--- src/rtl/sqw_pkg.sv ---
// Shared constants and types for the multi-channel square-wave generator.
package sqw_pkg;

  localparam int DEF_CNT_W  = 16;
  localparam int DEF_PERIOD = 8;
  localparam int DEF_HIGH   = 4;
  localparam int MIN_PERIOD = 2;

  typedef struct packed {
    logic [DEF_CNT_W-1:0] period;
    logic [DEF_CNT_W-1:0] high;
  } ch_cfg_t;

  // Channel index width; a single channel still gets one address bit.
  function automatic int ch_w(input int n_ch);
    return (n_ch > 1) ? $clog2(n_ch) : 1;
  endfunction

endpackage

--- src/rtl/multi_square_wave_gen_if.sv ---
// Single-cycle configuration write port with a one-cycle ack/err response.
interface multi_square_wave_gen_if #(
  parameter int N_CH  = 2,
  parameter int CNT_W = 16
);
  import sqw_pkg::*;

  localparam int CH_W = ch_w(N_CH);

  logic             cfg_we;
  logic [CH_W-1:0]  cfg_ch;
  logic [CNT_W-1:0] cfg_period;
  logic [CNT_W-1:0] cfg_high;
  logic             cfg_ack;
  logic             cfg_err;

  modport master (
    output cfg_we, cfg_ch, cfg_period, cfg_high,
    input  cfg_ack, cfg_err
  );

  modport slave (
    input  cfg_we, cfg_ch, cfg_period, cfg_high,
    output cfg_ack, cfg_err
  );

endinterface

--- src/rtl/sqw_channel.sv ---
// One PWM channel: free-running counter with active/pending config, pending
// copied to active only at a period wrap (or at once while disabled).
module sqw_channel #(
  parameter int CNT_W      = 16,
  parameter int DEF_PERIOD = 8,
  parameter int DEF_HIGH   = 4
) (
  input  logic             clk,
  input  logic             reset,
  input  logic             en,
  input  logic             wr_vld,
  input  logic [CNT_W-1:0] wr_period,
  input  logic [CNT_W-1:0] wr_high,
  output logic             out,
  output logic             period_start
);

  typedef struct packed {
    logic [CNT_W-1:0] period;
    logic [CNT_W-1:0] high;
  } cfg_t;

  localparam cfg_t DEF_CFG = {CNT_W'(DEF_PERIOD), CNT_W'(DEF_HIGH)};

  cfg_t             act_q, act_d;
  cfg_t             pend_q, pend_d;
  logic             pend_vld_q, pend_vld_d;
  logic [CNT_W-1:0] cnt_q, cnt_d;
  logic             out_q, out_d;
  logic             ps_q, ps_d;
  logic             wrap;

  always_comb begin
    act_d      = act_q;
    pend_d     = pend_q;
    pend_vld_d = pend_vld_q;
    cnt_d      = cnt_q;
    out_d      = 1'b0;
    ps_d       = 1'b0;
    wrap       = (cnt_q == act_q.period - CNT_W'(1));

    if (!en) begin
      if (pend_vld_q) begin
        act_d      = pend_q;
        pend_vld_d = 1'b0;
      end
      // Parked on the last count so the first enabled edge is a wrap.
      cnt_d = act_d.period - CNT_W'(1);
    end else begin
      if (wrap) begin
        cnt_d = '0;
        ps_d  = 1'b1;
        if (pend_vld_q) begin
          act_d = pend_q;
        end
        pend_vld_d = 1'b0;
      end else begin
        cnt_d = cnt_q + CNT_W'(1);
      end
      out_d = (cnt_d < act_d.high);
    end

    // A write landing on a wrap edge is kept for the following wrap.
    if (wr_vld) begin
      pend_d     = {wr_period, wr_high};
      pend_vld_d = 1'b1;
    end
  end

  always_ff @(posedge clk or negedge reset) begin
    if (!reset) begin
      act_q      <= DEF_CFG;
      pend_q     <= DEF_CFG;
      pend_vld_q <= 1'b0;
      cnt_q      <= CNT_W'(DEF_PERIOD - 1);
      out_q      <= 1'b0;
      ps_q       <= 1'b0;
    end else begin
      act_q      <= act_d;
      pend_q     <= pend_d;
      pend_vld_q <= pend_vld_d;
      cnt_q      <= cnt_d;
      out_q      <= out_d;
      ps_q       <= ps_d;
    end
  end

  assign out          = out_q;
  assign period_start = ps_q;

endmodule

--- src/rtl/multi_square_wave_gen.sv ---
// N-channel square-wave/PWM generator: decodes the config write port into
// per-channel pending updates and answers each write with ack or err next cycle.
module multi_square_wave_gen #(
  parameter int N_CH       = 2,
  parameter int CNT_W      = 16,
  parameter int DEF_PERIOD = 8,
  parameter int DEF_HIGH   = 4
) (
  input  logic                     clk,
  input  logic                     reset,
  input  logic [N_CH-1:0]          en,
  multi_square_wave_gen_if.slave   cfg,
  output logic [N_CH-1:0]          out,
  output logic [N_CH-1:0]          period_start
);
  import sqw_pkg::*;

  localparam int CH_W = ch_w(N_CH);

  logic [CH_W:0]   ch_ext;
  logic            ch_ok;
  logic            period_ok;
  logic            wr_ok;
  logic            cfg_ack_q, cfg_ack_d;
  logic            cfg_err_q, cfg_err_d;
  logic [N_CH-1:0] wr_vld;

  always_comb begin
    // One extra bit so the range check also works for power-of-two N_CH.
    ch_ext    = {1'b0, cfg.cfg_ch};
    ch_ok     = (ch_ext < (CH_W + 1)'(N_CH));
    period_ok = (cfg.cfg_period >= CNT_W'(MIN_PERIOD));
    wr_ok     = ch_ok && period_ok;
    cfg_ack_d = cfg.cfg_we && wr_ok;
    cfg_err_d = cfg.cfg_we && !wr_ok;
  end

  always_ff @(posedge clk or negedge reset) begin
    if (!reset) begin
      cfg_ack_q <= 1'b0;
      cfg_err_q <= 1'b0;
    end else begin
      cfg_ack_q <= cfg_ack_d;
      cfg_err_q <= cfg_err_d;
    end
  end

  assign cfg.cfg_ack = cfg_ack_q;
  assign cfg.cfg_err = cfg_err_q;

  for (genvar i = 0; i < N_CH; i++) begin : g_ch
    assign wr_vld[i] = cfg.cfg_we && wr_ok && (cfg.cfg_ch == CH_W'(i));

    sqw_channel #(
      .CNT_W      (CNT_W),
      .DEF_PERIOD (DEF_PERIOD),
      .DEF_HIGH   (DEF_HIGH)
    ) u_ch (
      .clk          (clk),
      .reset        (reset),
      .en           (en[i]),
      .wr_vld       (wr_vld[i]),
      .wr_period    (cfg.cfg_period),
      .wr_high      (cfg.cfg_high),
      .out          (out[i]),
      .period_start (period_start[i])
    );
  end

endmodule

--- src/flat_wrapper.sv ---
// flat-port wrapper written by rule: the top's interface ports become plain ports
module multi_square_wave_gen_flat import sqw_pkg::*;
#(
  parameter int N_CH       = 2,
  parameter int CNT_W      = 16,
  parameter int DEF_PERIOD = 8,
  parameter int DEF_HIGH   = 4
)
  (clk, reset, en, out, period_start, cfg_cfg_we, cfg_cfg_ch, cfg_cfg_period, cfg_cfg_high, cfg_cfg_ack, cfg_cfg_err);
  multi_square_wave_gen_if #(.N_CH(N_CH), .CNT_W(CNT_W)) cfg_i ();
  input  logic clk;
  input  logic reset;
  input  logic [N_CH-1:0] en;
  output logic [N_CH-1:0] out;
  output logic [N_CH-1:0] period_start;
  input wire logic [$bits(cfg_i.cfg_we)-1:0] cfg_cfg_we;
  input wire logic [$bits(cfg_i.cfg_ch)-1:0] cfg_cfg_ch;
  input wire logic [$bits(cfg_i.cfg_period)-1:0] cfg_cfg_period;
  input wire logic [$bits(cfg_i.cfg_high)-1:0] cfg_cfg_high;
  output wire logic [$bits(cfg_i.cfg_ack)-1:0] cfg_cfg_ack;
  output wire logic [$bits(cfg_i.cfg_err)-1:0] cfg_cfg_err;
  assign cfg_i.cfg_we = cfg_cfg_we;
  assign cfg_i.cfg_ch = cfg_cfg_ch;
  assign cfg_i.cfg_period = cfg_cfg_period;
  assign cfg_i.cfg_high = cfg_cfg_high;
  assign cfg_cfg_ack = cfg_i.cfg_ack;
  assign cfg_cfg_err = cfg_i.cfg_err;
  multi_square_wave_gen #(.N_CH(N_CH), .CNT_W(CNT_W), .DEF_PERIOD(DEF_PERIOD), .DEF_HIGH(DEF_HIGH)) u_core (.clk(clk), .reset(reset), .en(en), .cfg(cfg_i), .out(out), .period_start(period_start));
endmodule
--- config.mk ---
export PLATFORM = sky130hd
export DESIGN_NAME = multi_square_wave_gen_flat
export DESIGN_NICKNAME = d
export VERILOG_FILES = /design/src/rtl/sqw_pkg.sv /design/src/rtl/multi_square_wave_gen_if.sv /design/src/rtl/sqw_channel.sv /design/src/rtl/multi_square_wave_gen.sv /design/src/flat_wrapper.sv
export SDC_FILE = /design/constraint.sdc
export NUM_CORES = 1
export LEC_CHECK = 0
export CAP_MARGIN = 0
export CORE_UTILIZATION = 54
export CTS_BUF_LIST = sky130_fd_sc_hd__clkbuf_8
export DETAILED_ROUTE_END_ITERATION = 7
export PLACE_DENSITY = 0.73
export SLEW_MARGIN = 20
export SYNTH_ARGS = -nofsm -noshare
export SYNTH_HDL_FRONTEND = slang
export SYNTH_SLANG_ARGS = --single-unit
--- constraint.sdc ---
create_clock -name clk -period 11.9 [get_ports clk]
set_input_delay 1.19 -clock clk [delete_from_list [all_inputs] [get_ports clk]]
set_output_delay 1.19 -clock clk [all_outputs]
set_load 0.01 [all_outputs]
======== Word level (Yosys, flattened, before mapping) ========
Index checks and enable logic that the tools add are counted.
storage, ports and cells
  flip-flop bits (word level) ............. 168
  bits in latches ......................... 0
  bits in writable memories ............... 0
  ROM bits ................................ 0
  output and inout bits ................... 6
  memories kept ........................... 0
cells by class
  add/sub/neg operators ................... 6
  multiply operators ...................... 0
  div/mod/pow operators ................... 0
  magnitude comparators ................... 3
  eq/ne operators ......................... 6
  shifts and indexed selects .............. 0
  mux-type cells .......................... 28
  bitwise operators ....................... 1
  reduce and logical (&&, ||, !) cells .... 5
operator list
  kind                   number
  $mux 32                10
  $mux 16                6
  $sub 16x1->16 const B  4
  $add 16x1->16 const B  2
  $eq 16x16->1           2
  $lt 16x16->1           2
  $ge 16x2->1 const B    1
  $mux 1                 12
  $ne 3x1->1 const B     2
  $logic_and 1x1->1      4
  $ne 2x1->1 const B     2
  $logic_not 1->1        1
  $not 1->1              1

======== Logic depth before layout (Yosys ltp) ========
Gate-level depths: netlist of run 1.
  word-level depth ........................ 6
  depth in mapped cells ................... 21
  gate-level depth less buffers ........... 19

======== Modules after synthesis ========
From an unflattened synthesis of run 1, not the netlist that was laid out.
second synthesis, totals
  cells, all modules ...................... 955
  area, all modules ....................... 10378.7 um2
by module, submodules not included
  module                              times used  cells an instance  area an instance (um2)  seq. area each (um2)
  sqw_channel at u_core.g_ch[0].u_ch  1           477                5173.7                  2085.8
  sqw_channel at u_core.g_ch[1].u_ch  1           466                5086.1                  2085.8
  multi_square_wave_gen               1           12                 118.9                   50.0

======== Worst setup path after synthesis of run 1 ========
Ideal clock, no wire load.
  kind .................................... register to register
  from .................................... reg u_core.g_ch[1].u_ch.act_q[16] (netlist bit)
  to ...................................... reg u_core.g_ch[1].u_ch.out_q
  setup time .............................. 87 ps
  data arrival time ....................... 4405 ps
  path slack .............................. 7408 ps
  stages on the path, launching flop included .. 22
  buffers on the path ..................... 2
  cells stage by stage .................... dfrtp_1 inv_1 ha_1 or3b_1 xnor2_1 a31oi_1 or3_1 a2111oi_0 and4b_1 buf_2 nand2_1 buf_2 mux2i_1 ha_1 a21o_1 a21o_1 a21oi_1 o21ai_0 o21a_1 o21ai_0 nand2_1 o211ai_1
on the way
  longest elaborated chain between the ends .. 6
  elaborated cells on any way between the ends .. 8
  those cells by class .................... add/sub (1); order compare (1); eq/ne (1); mux (5)
RTL lines
  element                                    RTL line           RTL
  start, declared                            sqw_channel.sv:25  cfg_t act_q, act_d;
  start signal, assigned                     sqw_channel.sv:79  act_q <= act_d;
  $sub 16x1->16 *                            sqw_channel.sv:40  wrap = (cnt_q == act_q.period - CNT_W'(1));
  $eq 16x16->1 *                             sqw_channel.sv:40
  $mux 16 / $mux 32 (equally long branches)  sqw_channel.sv:50  if (wrap) begin
  $mux 16 / $mux 32 (equally long branches)  sqw_channel.sv:42  if (!en) begin
  $lt 16x16->1 *                             sqw_channel.sv:60  out_d = (cnt_d < act_d.high);
  $mux 1 *                                   sqw_channel.sv:42
  net u_core.g_ch[1].u_ch.out_d              sqw_channel.sv:29  logic out_q, out_d;
  end signal, assigned                       sqw_channel.sv:83  out_q <= out_d;
  end, declared                              sqw_channel.sv:29
The timed path passes the listed nets; every way through them passes the cells marked *. The select of a mux whose other input is x is not followed.
A chain may end at the register's enable or synchronous reset.

======== Worst setup path in the final report of run 1 ========
Same ends and word-level chain as after synthesis.

==> results of run 1 <==
[cell families (layout without fill, tap and decap cells)]
group | after synthesis | count (layout) | synth area share
other | 0 | 1 | 0
AO/OA/AOI/OAI | 105 | 105 | 0.06582
buffers and inverters | 77 | 95 | 0.03351
XOR/XNOR | 91 | 91 | 0.07679
AND/OR/NAND/NOR | 282 | 282 | 0.1470
flip-flops | 168 | 168 | 0.4068
adder cells (fa/ha/maj) | 36 | 36 | 0.04340
multiplexers | 213 | 213 | 0.2268
[final cells by class]
class                   instances  area [um^2]
diodes                          1        2.502
well taps                     234        292.8
clock buffers                  17        234.0
inverters                      12        45.04
clock inverters                15        142.6
repair buffers                 51        491.7
flip-flops and latches        168         4222
fillers                      1596         7511
multi-input cells             727         5827
[sequential cells by signal, indices dropped and copies added, names as in the netlist]
signal and count:
u_core.cfg.cfg_ack 1, u_core.cfg.cfg_err 1, u_core.g_ch.u_ch.act_q 64, u_core.g_ch.u_ch.cnt_q 32
u_core.g_ch.u_ch.out 2, u_core.g_ch.u_ch.pend_q 64, u_core.g_ch.u_ch.pend_vld_q 2, u_core.g_ch.u_ch.period_start 2
[metal layers]
| layer | vias to the layer above | GRT usage | share of wire |
|---|---|---|---|
| li1 | 3539 | - | - |
| met3 | 30 | 0.05265 | 0.060 |
| met5 | - | 0 | 0 |
| met4 | 0 | 0.09211 | 0.024 |
| met1 | 3610 | 0.3797 | 0.50 |
| met2 | 181 | 0.3454 | 0.42 |
[worst register-to-register path: stages, from the launching register on]
cell	delay [ps]
sky130_fd_sc_hd__dfrtp_1	460
sky130_fd_sc_hd__inv_1	90
sky130_fd_sc_hd__ha_1	180
sky130_fd_sc_hd__nor3b_2	410
sky130_fd_sc_hd__nand4b_1	180
sky130_fd_sc_hd__xnor2_1	180
sky130_fd_sc_hd__or3_1	340
sky130_fd_sc_hd__a2111oi_0	510
sky130_fd_sc_hd__and4b_1	870
sky130_fd_sc_hd__nand2_1	700
sky130_fd_sc_hd__mux2i_1	340
sky130_fd_sc_hd__ha_1	270
sky130_fd_sc_hd__a21o_1	160
sky130_fd_sc_hd__a21o_1	170
sky130_fd_sc_hd__a21oi_1	130
sky130_fd_sc_hd__o21ai_0	100
sky130_fd_sc_hd__o21a_1	170
sky130_fd_sc_hd__o21ai_0	280
sky130_fd_sc_hd__nand4_1	140
sky130_fd_sc_hd__o211ai_1	130
[power groups by stage]
stage          combinational, mW  clock [mW]  sequential, mW
2_1_floorplan              0.670           0           0.822
3_3_place_gp               0.754           0           0.923
3_5_place_dp               0.768           0           0.927
4_1_cts                    0.776       0.407           0.916
5_1_grt                    0.867       0.431           0.946
6_report                   0.777       0.397           0.920
[layout by cell type (no fill, tap or decap), types with 6 or more instances in the layout]
cell type,synthesis,layout
sky130_fd_sc_hd__ha_1,36,36
sky130_fd_sc_hd__xor2_1,40,40
sky130_fd_sc_hd__buf_4,6,8
sky130_fd_sc_hd__clkdlybuf4s50_1,0,42
sky130_fd_sc_hd__dfstp_2,14,14
sky130_fd_sc_hd__dfrtp_1,154,154
sky130_fd_sc_hd__mux2_1,20,20
sky130_fd_sc_hd__mux2i_1,66,66
sky130_fd_sc_hd__o21ai_0,17,17
sky130_fd_sc_hd__and2_1,7,7
sky130_fd_sc_hd__inv_1,11,11
sky130_fd_sc_hd__nor4b_1,6,6
sky130_fd_sc_hd__mux2_2,117,117
sky130_fd_sc_hd__nor3_1,43,43
sky130_fd_sc_hd__nand3_1,22,22
sky130_fd_sc_hd__a21o_1,11,11
sky130_fd_sc_hd__nor4_1,15,15
sky130_fd_sc_hd__clkbuf_8,0,17
sky130_fd_sc_hd__nor3b_1,7,7
sky130_fd_sc_hd__xnor2_1,51,51
sky130_fd_sc_hd__nand2_1,36,36
sky130_fd_sc_hd__nor2_1,69,69
sky130_fd_sc_hd__or3_1,10,10
sky130_fd_sc_hd__mux2_4,10,10
sky130_fd_sc_hd__o31ai_1,10,10
sky130_fd_sc_hd__a21oi_1,28,28
sky130_fd_sc_hd__nand4_1,17,17
sky130_fd_sc_hd__and3_1,7,7
[stage by stage]
| stage | instance area (um^2) | total power [mW] | utilization |
|---|---|---|---|
| detailed placement | 10880 | 1.695 | 0.5796 |
| floorplan | 10380 | 1.491 | - |
| finish | 11260 | 2.094 | 0.5998 |
| CTS | 11250 | 2.099 | 0.5997 |
| global route | 11250 | 2.244 | 0.5997 |
| global placement | 10880 | 1.676 | 0.5796 |
[worst max path at each step]
stage / startpoint / to / slack [ps]
detailed placement: u_core.g_ch[1].u_ch.act_q[16] / u_core.g_ch[1].u_ch.out / 6080
global route: u_core.g_ch[1].u_ch.act_q[16] / u_core.g_ch[1].u_ch.out / 5540
finish: u_core.g_ch[1].u_ch.act_q[16] / u_core.g_ch[1].u_ch.out / 6030
global placement: u_core.g_ch[1].u_ch.act_q[16] / u_core.g_ch[1].u_ch.out / 6250
floorplan: u_core.g_ch[1].u_ch.act_q[16] / u_core.g_ch[1].u_ch.out / 7410
CTS: u_core.g_ch[1].u_ch.act_q[16] / u_core.g_ch[1].u_ch.out / 6040
==> results.toml, run 1 <==
[global_route]
grt_overflow_total = 0
number_of_global_route_vias_before_repair = 6958
largest_net_degree_at_the_start_of_global_routing = 101
first_pass_grt_wire_length_um = 37940
grt_antenna_before_repair = 1
globalRouteTotalUtil = 0.2491

[drt]
finalWirelength_um = 23170
drc = 0
route.vias.total = 7360
detail-route-antenna-nets = 0
wire_per_inst_um = 18.91
detail_route.vias_per_cell = 6.008
detailedRoute.firstIterationViolations = 481
drt_pre_antenna_iters = 5

[critical_path]
worstPathBufferInverterCount = 1
crit_slowest_cell = "sky130_fd_sc_hd__and4b_1"
critPathTopFamily = "simple AND/OR/NAND/NOR gates"
worstPathArrival_ps = 6250
timing.reg2reg.setup_slack_ps = 6030
reg2reg_from = "u_core.g_ch[1].u_ch.act_q[16]"
critical_path_cell_count = 19
worstSetupEndpointType = "flop"
crit_chain = "inv_1 -> ha_1 -> nor3b_2 -> nand4b_1 -> xnor2_1 -> or3_1 -> a2111oi_0 -> and4b_1 -> nand2_1 -> mux2i_1 -> ha_1 -> a21o_1 -> a21o_1 -> a21oi_1 -> o21ai_0 -> o21a_1 -> o21ai_0 -> nand4_1 -> o211ai_1"
path_max_fanout = 23
path_class = "reg -> reg"
critical-path-max-stage-delay_ps = 860
start_kind = "flop"
r2r_cells = 19
worst-endpoint-required_ps = 12280
critical_path.reg2reg.endpoint = "u_core.g_ch[1].u_ch.out"

[clock_network]
cts.path.max_buffers = 2
path_clk_slew_ps = 90
tritoncts_num_sinks = 168
clock_insertion_delay_worst_skew_ps = 470
clock_tree_from_tritoncts = "built"
clock-root-buffer = "sky130_fd_sc_hd__clkbuf_8"
cts-buffers-inserted = 17
holdBufCountCts = 0
cts_resized = 0
cts.repair_timing.setup_buffer_count = 0
ctsHtreeMaxLevel = 4

[sta]
min_period_over_period = 0.4933
finalHoldViolations = 0
fin_hold_ws_ps = 502.2
grt_setup_unrepaired = "no"
finalClockSkew_ps = 11.95
max_freq_mhz = 170.4
postLayoutSetupSlackWorst_ps = 6030
layout_min_cycle_time_ps = 5870
final.setup.tns_ps = 0
timing_worst_slew_pin_value_ps = 953.5
timing.slew.headroom = 0.3636
timing_max_transition_violations_final = 0
timing.final.setup_violations = 0

[power]
p_sw_frac = 0.3865
power.switching_uw = 809.5
internal-power_mw = 1.285
p_per_area_nw_per_um2 = 186.1
clock_power_frac = 0.189
cellLeakagePower_nw = 4.740
power.share.sequential = 0.439
power.ir.vdd_worst_mv = 0.08535
comb_power_share = 0.371

[die]
die_area_um2 = 19780
starting_density_of_the_core = 0.5530
core_um2 = 18770
top_level_ports = 44
fp.dieW_um = 140.6
placementRows = 50
fp.dieH_um = 140.6

[place]
dp.final_hpwl_um = 16750
place_worst_setup_slack_ps = 6083
input_output_buffers = 43
place.gp.congestion = 0.8878
placedCellCount = 1192

[yosys]
synth-seq-cells = 168
post-synth-top-area-fraction = 0.3713
postSynth.asyncResetShare = 1.000
synth_top_cells_by_area = "sky130_fd_sc_hd__dfrtp_1, sky130_fd_sc_hd__mux2_2, sky130_fd_sc_hd__mux2i_1"
synth_nets = 1046
synth_top_flop_cell = "sky130_fd_sc_hd__dfrtp_1"
number_of_enable_flip_flop_cells_after_synthesis = 0
netlist_area_um2 = 10380
synth.avg_cell_area_um2 = 10.68
post-synth-top-area-cell = "sky130_fd_sc_hd__dfrtp_1"
synth.cells.most_frequent = "sky130_fd_sc_hd__dfrtp_1, sky130_fd_sc_hd__mux2_2, sky130_fd_sc_hd__nor2_1"
share_of_synthesized_area_occupied_by_flip_flops_and_latches = 0.4068
synthesis.instances = 972
yosysWarnings = 0
yosysUniqueCellTypes = 67
synth_most_common_cell = "sky130_fd_sc_hd__dfrtp_1"

[layout]
final_net_count = 1051
fin_cells = 1225
layout-area-overhead-vs-synth_pct = 8.462
drive_gt1_frac = 0.1990

[outcome]
outcome = "finished clean"

[min_path]
hold_path_end = "u_core.g_ch[0].u_ch.act_q[4]"
min_from = "u_core.g_ch[0].u_ch.act_q[4]"
worst_hold_path_type = "reg -> reg"
whs_path_depth = 1

[run]
maxCapViolCount = 0
Note: power is estimated with default switching activity, not from simulation.
==> run 2, diff against run 1 <==
Settings changed: PLACE_DENSITY 0.73 to 0.76.
Clock period 11.9 ns to 5.2 ns, I/O delays scaled along.
==> results.toml, run 2 (same netlist as run 1, synthesis figures left out) <==
[drt]
drt_pre_antenna_iters = 5
route.vias.total = 7470
wire_per_inst_um = 19.16
detail-route-antenna-nets = 0
drc = 0
detailedRoute.firstIterationViolations = 478
detail_route.vias_per_cell = 6.068
finalWirelength_um = 23590

[sta]
timing_worst_slew_pin_value_ps = 912.0
timing_max_transition_violations_final = 0
min_period_over_period = 0.9171
timing.slew.headroom = 0.3913
grt_setup_unrepaired = "no"
finalHoldViolations = 0
max_freq_mhz = 209.7
finalClockSkew_ps = 13.76
layout_min_cycle_time_ps = 4769
final.setup.tns_ps = 0
timing.final.setup_violations = 0

[clock_network]
clock-root-buffer = "sky130_fd_sc_hd__clkbuf_8"
cts.path.max_buffers = 2
clock_tree_from_tritoncts = "built"
tritoncts_num_sinks = 168
clock_insertion_delay_worst_skew_ps = 470
path_clk_slew_ps = 100
cts.repair_timing.setup_buffer_count = 0
cts-buffers-inserted = 17
holdBufCountCts = 0
cts_resized = 0
ctsHtreeMaxLevel = 4

[global_route]
largest_net_degree_at_the_start_of_global_routing = 75
number_of_global_route_vias_before_repair = 7120
grt_antenna_before_repair = 1
first_pass_grt_wire_length_um = 38530
grt_overflow_total = 0
globalRouteTotalUtil = 0.2523

[power]
cellLeakagePower_nw = 4.794
power.ir.vdd_worst_mv = 0.2760
p_per_area_nw_per_um2 = 427.3

[outcome]
outcome = "finished clean"

[critical_path]
critPathTopFamily = "simple AND/OR/NAND/NOR gates"
critical-path-max-stage-delay_ps = 560
cp-startpoint = "u_core.g_ch[0].u_ch.act_q[16]"
start_kind = "flop"
worst-endpoint-required_ps = 5600
reg2reg_from = "u_core.g_ch[0].u_ch.act_q[16]"
crit_chain = "inv_1 -> ha_1 -> or4b_1 -> nor4_1 -> mux2_2 -> o211a_1 -> or4_4 -> nor2_2 -> nand2_4 -> mux2i_1 -> ha_1 -> a21o_1 -> a21o_1 -> a21oi_1 -> o221ai_1 -> a31oi_1"
crit_slowest_cell = "sky130_fd_sc_hd__or4_4"
timing.reg2reg.setup_slack_ps = 430
worstPathArrival_ps = 5160
path_class = "reg -> reg"
worstSetupEndpointType = "flop"
path_max_fanout = 15
worstPathBufferInverterCount = 1

[place]
placedCellCount = 1198
place.gp.congestion = 0.8697
input_output_buffers = 43
dp.final_hpwl_um = 17340

[layout]
final.fill_count = 1517
drive_gt1_frac = 0.2048
multi_input_area_um2 = 5839
layout-area-overhead-vs-synth_pct = 9.282
biggestRegsByFlops = "u_core.g_ch.u_ch.act_q (64), u_core.g_ch.u_ch.pend_q (64), u_core.g_ch.u_ch.cnt_q (32)"
fin_cells = 1231
finalCoreUtilization = 0.6043
final_net_count = 1057
commonest_non_fill_non_tap_cell_in_the_layout = "sky130_fd_sc_hd__dfrtp_1"
layout.cells.most_common_list = "sky130_fd_sc_hd__dfrtp_1, sky130_fd_sc_hd__mux2_2, sky130_fd_sc_hd__nor2_1"
sequential_cell_area_um2 = 4222

[die]
top_level_ports = 44
starting_density_of_the_core = 0.5530
fp.dieW_um = 140.6
placementRows = 50
die_area_um2 = 19780
core_um2 = 18770
fp.dieH_um = 140.6

[min_path]
worst_hold_path_type = "in -> async"

[run]
maxCapViolCount = 0
-- run 2: area by class of cell --
| class | count | share of cell area |
|---|---|---|
| timing repair buffer | 57 | 0.04843 |
| inverter | 12 | 0.003971 |
| clock buffer | 17 | 0.02063 |
| multi-input combinational | 727 | 0.5148 |
| sequential | 168 | 0.3722 |
| clock inverter | 15 | 0.01390 |
| antenna | 1 | 0.0002206 |
| tap | 234 | 0.02581 |
-- run 2: final timing paths --
path | end | depth (start not counted)
min in group clk | u_core.g_ch[0].u_ch.act_q[3] | 1
min | u_core.g_ch[0].u_ch.act_q[17] | 1
max reg2reg | u_core.g_ch[0].u_ch.out | 16
min reg2reg | u_core.g_ch[0].u_ch.act_q[3] | 1
max | u_core.g_ch[0].u_ch.out | 16
max in group asynchronous | u_core.g_ch[0].u_ch.pend_q[17] | 2
-- run 2: metrics by stage --
step	worst slack [ps]	hold slack [ps]	power, mW	area (um^2)
2_1_floorplan	708.0	224.4	3.413	10380
3_3_place_gp	427.9	474.6	3.838	10940
3_5_place_dp	271.0	481.2	3.899	10940
4_1_cts	218.8	83.24	4.843	11330
5_1_grt	44.34	115.9	5.173	11340
6_report	431.1	68.17	4.847	11340
-- run 2: where the power goes --
part           internal, mW  total, mW  switching (mW)
Clock                 0.397      0.935           0.538
Combinational         0.911       1.81           0.900
Sequential             1.65       2.10           0.447
Total                  2.96       4.85            1.88
-- run 2: layer usage --
metal | wire length (um) | vias up | track usage
met4 | 478 | 0 | 0.07895
met1 | 11410 | 3667 | 0.3818
li1 | - | 3558 | -
met5 | 0 | - | 0
met2 | 10310 | 216 | 0.3703
met3 | 1395 | 29 | 0.03974
==> run 3, diff against run 2 <==
Settings changed: CORE_MARGIN set to 2, SLEW_MARGIN 20 to 0, TNS_END_PERCENT set to 100.
==> results.toml, run 3 (same netlist as run 1, synthesis figures left out) <==
[global_route]
grt_antenna_before_repair = 0
largest_net_degree_at_the_start_of_global_routing = 88
first_pass_grt_wire_length_um = 38460
number_of_global_route_vias_before_repair = 7147
globalRouteTotalUtil = 0.2433
grt_overflow_total = 0

[drt]
finalWirelength_um = 23440
drc = 0
drt_pre_antenna_iters = 5
wire_per_inst_um = 19.06
detail_route.vias_per_cell = 6.025
route.vias.total = 7411
detailedRoute.firstIterationViolations = 557
detail-route-antenna-nets = 0

[power]
total_power_mw = 4.977
cellLeakagePower_nw = 4.818
p_per_area_nw_per_um2 = 436.7
power.ir.vdd_worst_mv = 0.2207

[run]
maxCapViolCount = 0

[clock_network]
tritoncts_num_sinks = 168
clock-root-buffer = "sky130_fd_sc_hd__clkbuf_8"
ctsHtreeMaxLevel = 4
clock_tree_from_tritoncts = "built"
path_clk_slew_ps = 90
cts.repair_timing.setup_buffer_count = 0
cts-buffers-inserted = 17
cts.path.max_buffers = 2
clock_insertion_delay_worst_skew_ps = 450

[die]
top_level_ports = 44
placementRows = 50
die_area_um2 = 20340
fp.dieH_um = 142.6
core_um2 = 18770
fp.dieW_um = 142.6
starting_density_of_the_core = 0.5530

[min_path]
worst_hold_path_type = "in -> async"

[critical_path]
reg2reg_from = "u_core.g_ch[1].u_ch.act_q[16]"
path_class = "reg -> reg"
path_max_fanout = 9
worst_setup_endpoint = "u_core.g_ch[1].u_ch.out"
worstSetupEndpointType = "flop"
worst-endpoint-required_ps = 5570
r2r_cells = 19
worstPathArrival_ps = 5310
cp-startpoint = "u_core.g_ch[1].u_ch.act_q[16]"
start_kind = "flop"
timing.reg2reg.setup_slack_ps = 260
critical_path.reg2reg.endpoint = "u_core.g_ch[1].u_ch.out"

[sta]
finalHoldViolations = 0
max_freq_mhz = 202.5
timing_worst_slew_pin_value_ps = 874.5
timing_max_transition_violations_final = 0
finalClockSkew_ps = 9.871
final.setup.tns_ps = 0
min_period_over_period = 0.9499
timing.slew.headroom = 0.4164
timing.final.setup_violations = 0
layout_min_cycle_time_ps = 4939

[layout]
layout.cells.most_common_list = "sky130_fd_sc_hd__dfrtp_1, sky130_fd_sc_hd__mux2_2, sky130_fd_sc_hd__nor2_1"
final.fill_count = 1526
stdcell_area_um2 = 11400
finalCoreUtilization = 0.6073
final_net_count = 1055
sequential_cell_area_um2 = 4222
layout-area-overhead-vs-synth_pct = 9.813
biggestRegsByFlops = "u_core.g_ch.u_ch.act_q (64), u_core.g_ch.u_ch.pend_q (64), u_core.g_ch.u_ch.cnt_q (32)"
drive_gt1_frac = 0.2032
commonest_non_fill_non_tap_cell_in_the_layout = "sky130_fd_sc_hd__dfrtp_1"
multi_input_area_um2 = 5852

[place]
post_dp_area_um2 = 10910
input_output_buffers = 43
dp.final_hpwl_um = 17190
place.gp.congestion = 0.9016

[outcome]
outcome = "finished clean"
## run 3: changes by cell type in the layout (fill, tap and decap cells not counted), moves of 2 or more
| cell | change |
|---|---|
| sky130_fd_sc_hd__inv_6 | -6 |
| sky130_fd_sc_hd__inv_1 | +2 |
| sky130_fd_sc_hd__clkbuf_8 | +4 |
| sky130_fd_sc_hd__bufinv_16 | +3 |
## run 3: worst min-delay path by stage
stage / endpoint / slack [ps] / depth (start not counted) / start
after global routing: u_core.g_ch[0].u_ch.act_q[20] / 160 / 1 / reset
after global placement: u_core.g_ch[0].u_ch.act_q[5] / 470 / 1 / u_core.g_ch[0].u_ch.act_q[5]
after detailed placement: u_core.g_ch[0].u_ch.act_q[5] / 480 / 1 / u_core.g_ch[0].u_ch.act_q[5]
final: u_core.g_ch[0].u_ch.act_q[20] / 100 / 1 / reset
after CTS: u_core.g_ch[0].u_ch.act_q[20] / 130 / 1 / reset
after floorplan: u_core.cfg.cfg_ack / 220 / 0 / reset
## run 3: cell type report
class,count,share of cell area
multi-input cells,727,0.5134
flip-flops and latches,168,0.3704
repair buffers,55,0.04578
well taps,234,0.02569
clock buffers,21,0.02536
clock inverters,11,0.01493
inverters,12,0.003952
diodes,2,0.0004391
## run 3: power by group
group,switching (mW),internal (mW),leakage [nW]
Sequential,0.457,1.65,1.97
Clock,0.478,0.576,0.235
Combinational,0.902,0.911,2.61
## run 3: worst max-delay path, stage by stage, from the launching register on
cell and delay, ps:
sky130_fd_sc_hd__dfrtp_1 470, sky130_fd_sc_hd__inv_1 90, sky130_fd_sc_hd__ha_1 190, sky130_fd_sc_hd__or3b_1 410, sky130_fd_sc_hd__nor4_1 230, sky130_fd_sc_hd__a31oi_1 80
sky130_fd_sc_hd__or3_1 350, sky130_fd_sc_hd__a2111oi_1 470, sky130_fd_sc_hd__and4b_1 320, sky130_fd_sc_hd__nand2_1 320, sky130_fd_sc_hd__mux2i_1 230, sky130_fd_sc_hd__ha_1 350
sky130_fd_sc_hd__a21o_1 170, sky130_fd_sc_hd__a21o_1 170, sky130_fd_sc_hd__a21oi_1 130, sky130_fd_sc_hd__o21ai_0 100, sky130_fd_sc_hd__o21a_1 170, sky130_fd_sc_hd__o21ai_0 330
sky130_fd_sc_hd__nand2_1 100, sky130_fd_sc_hd__o211ai_1 190
## run 3: repair_timing
action | 4_1_cts | 5_1_grt
hold buffers | 0 | 0
endpoints found under the setup margin | 0 | 2
gates resized for setup | 0 | 5
## run 3: metrics by stage
step	cells	hold WS [ps]	setup WS, ps
5_1_grt	1228	162.3	-2.219
3_5_place_dp	1196	480.8	363.1
4_1_cts	1228	130.5	266.7
3_3_place_gp	1196	473.3	467.1
2_1_floorplan	972	224.4	708.0
6_report	1230	103.0	260.6
## run 3: routing by layer
metal  GRT usage  routed length [um]  share of wire  vias to the layer above
met4     0.06931                 431          0.018                        0
li1            -                   -              -                     3535
met1      0.3707               11440           0.49                     3650
met5           0                   0              0                        -
met2      0.3593               10370           0.44                      196
met3     0.03856                1207          0.051                       30
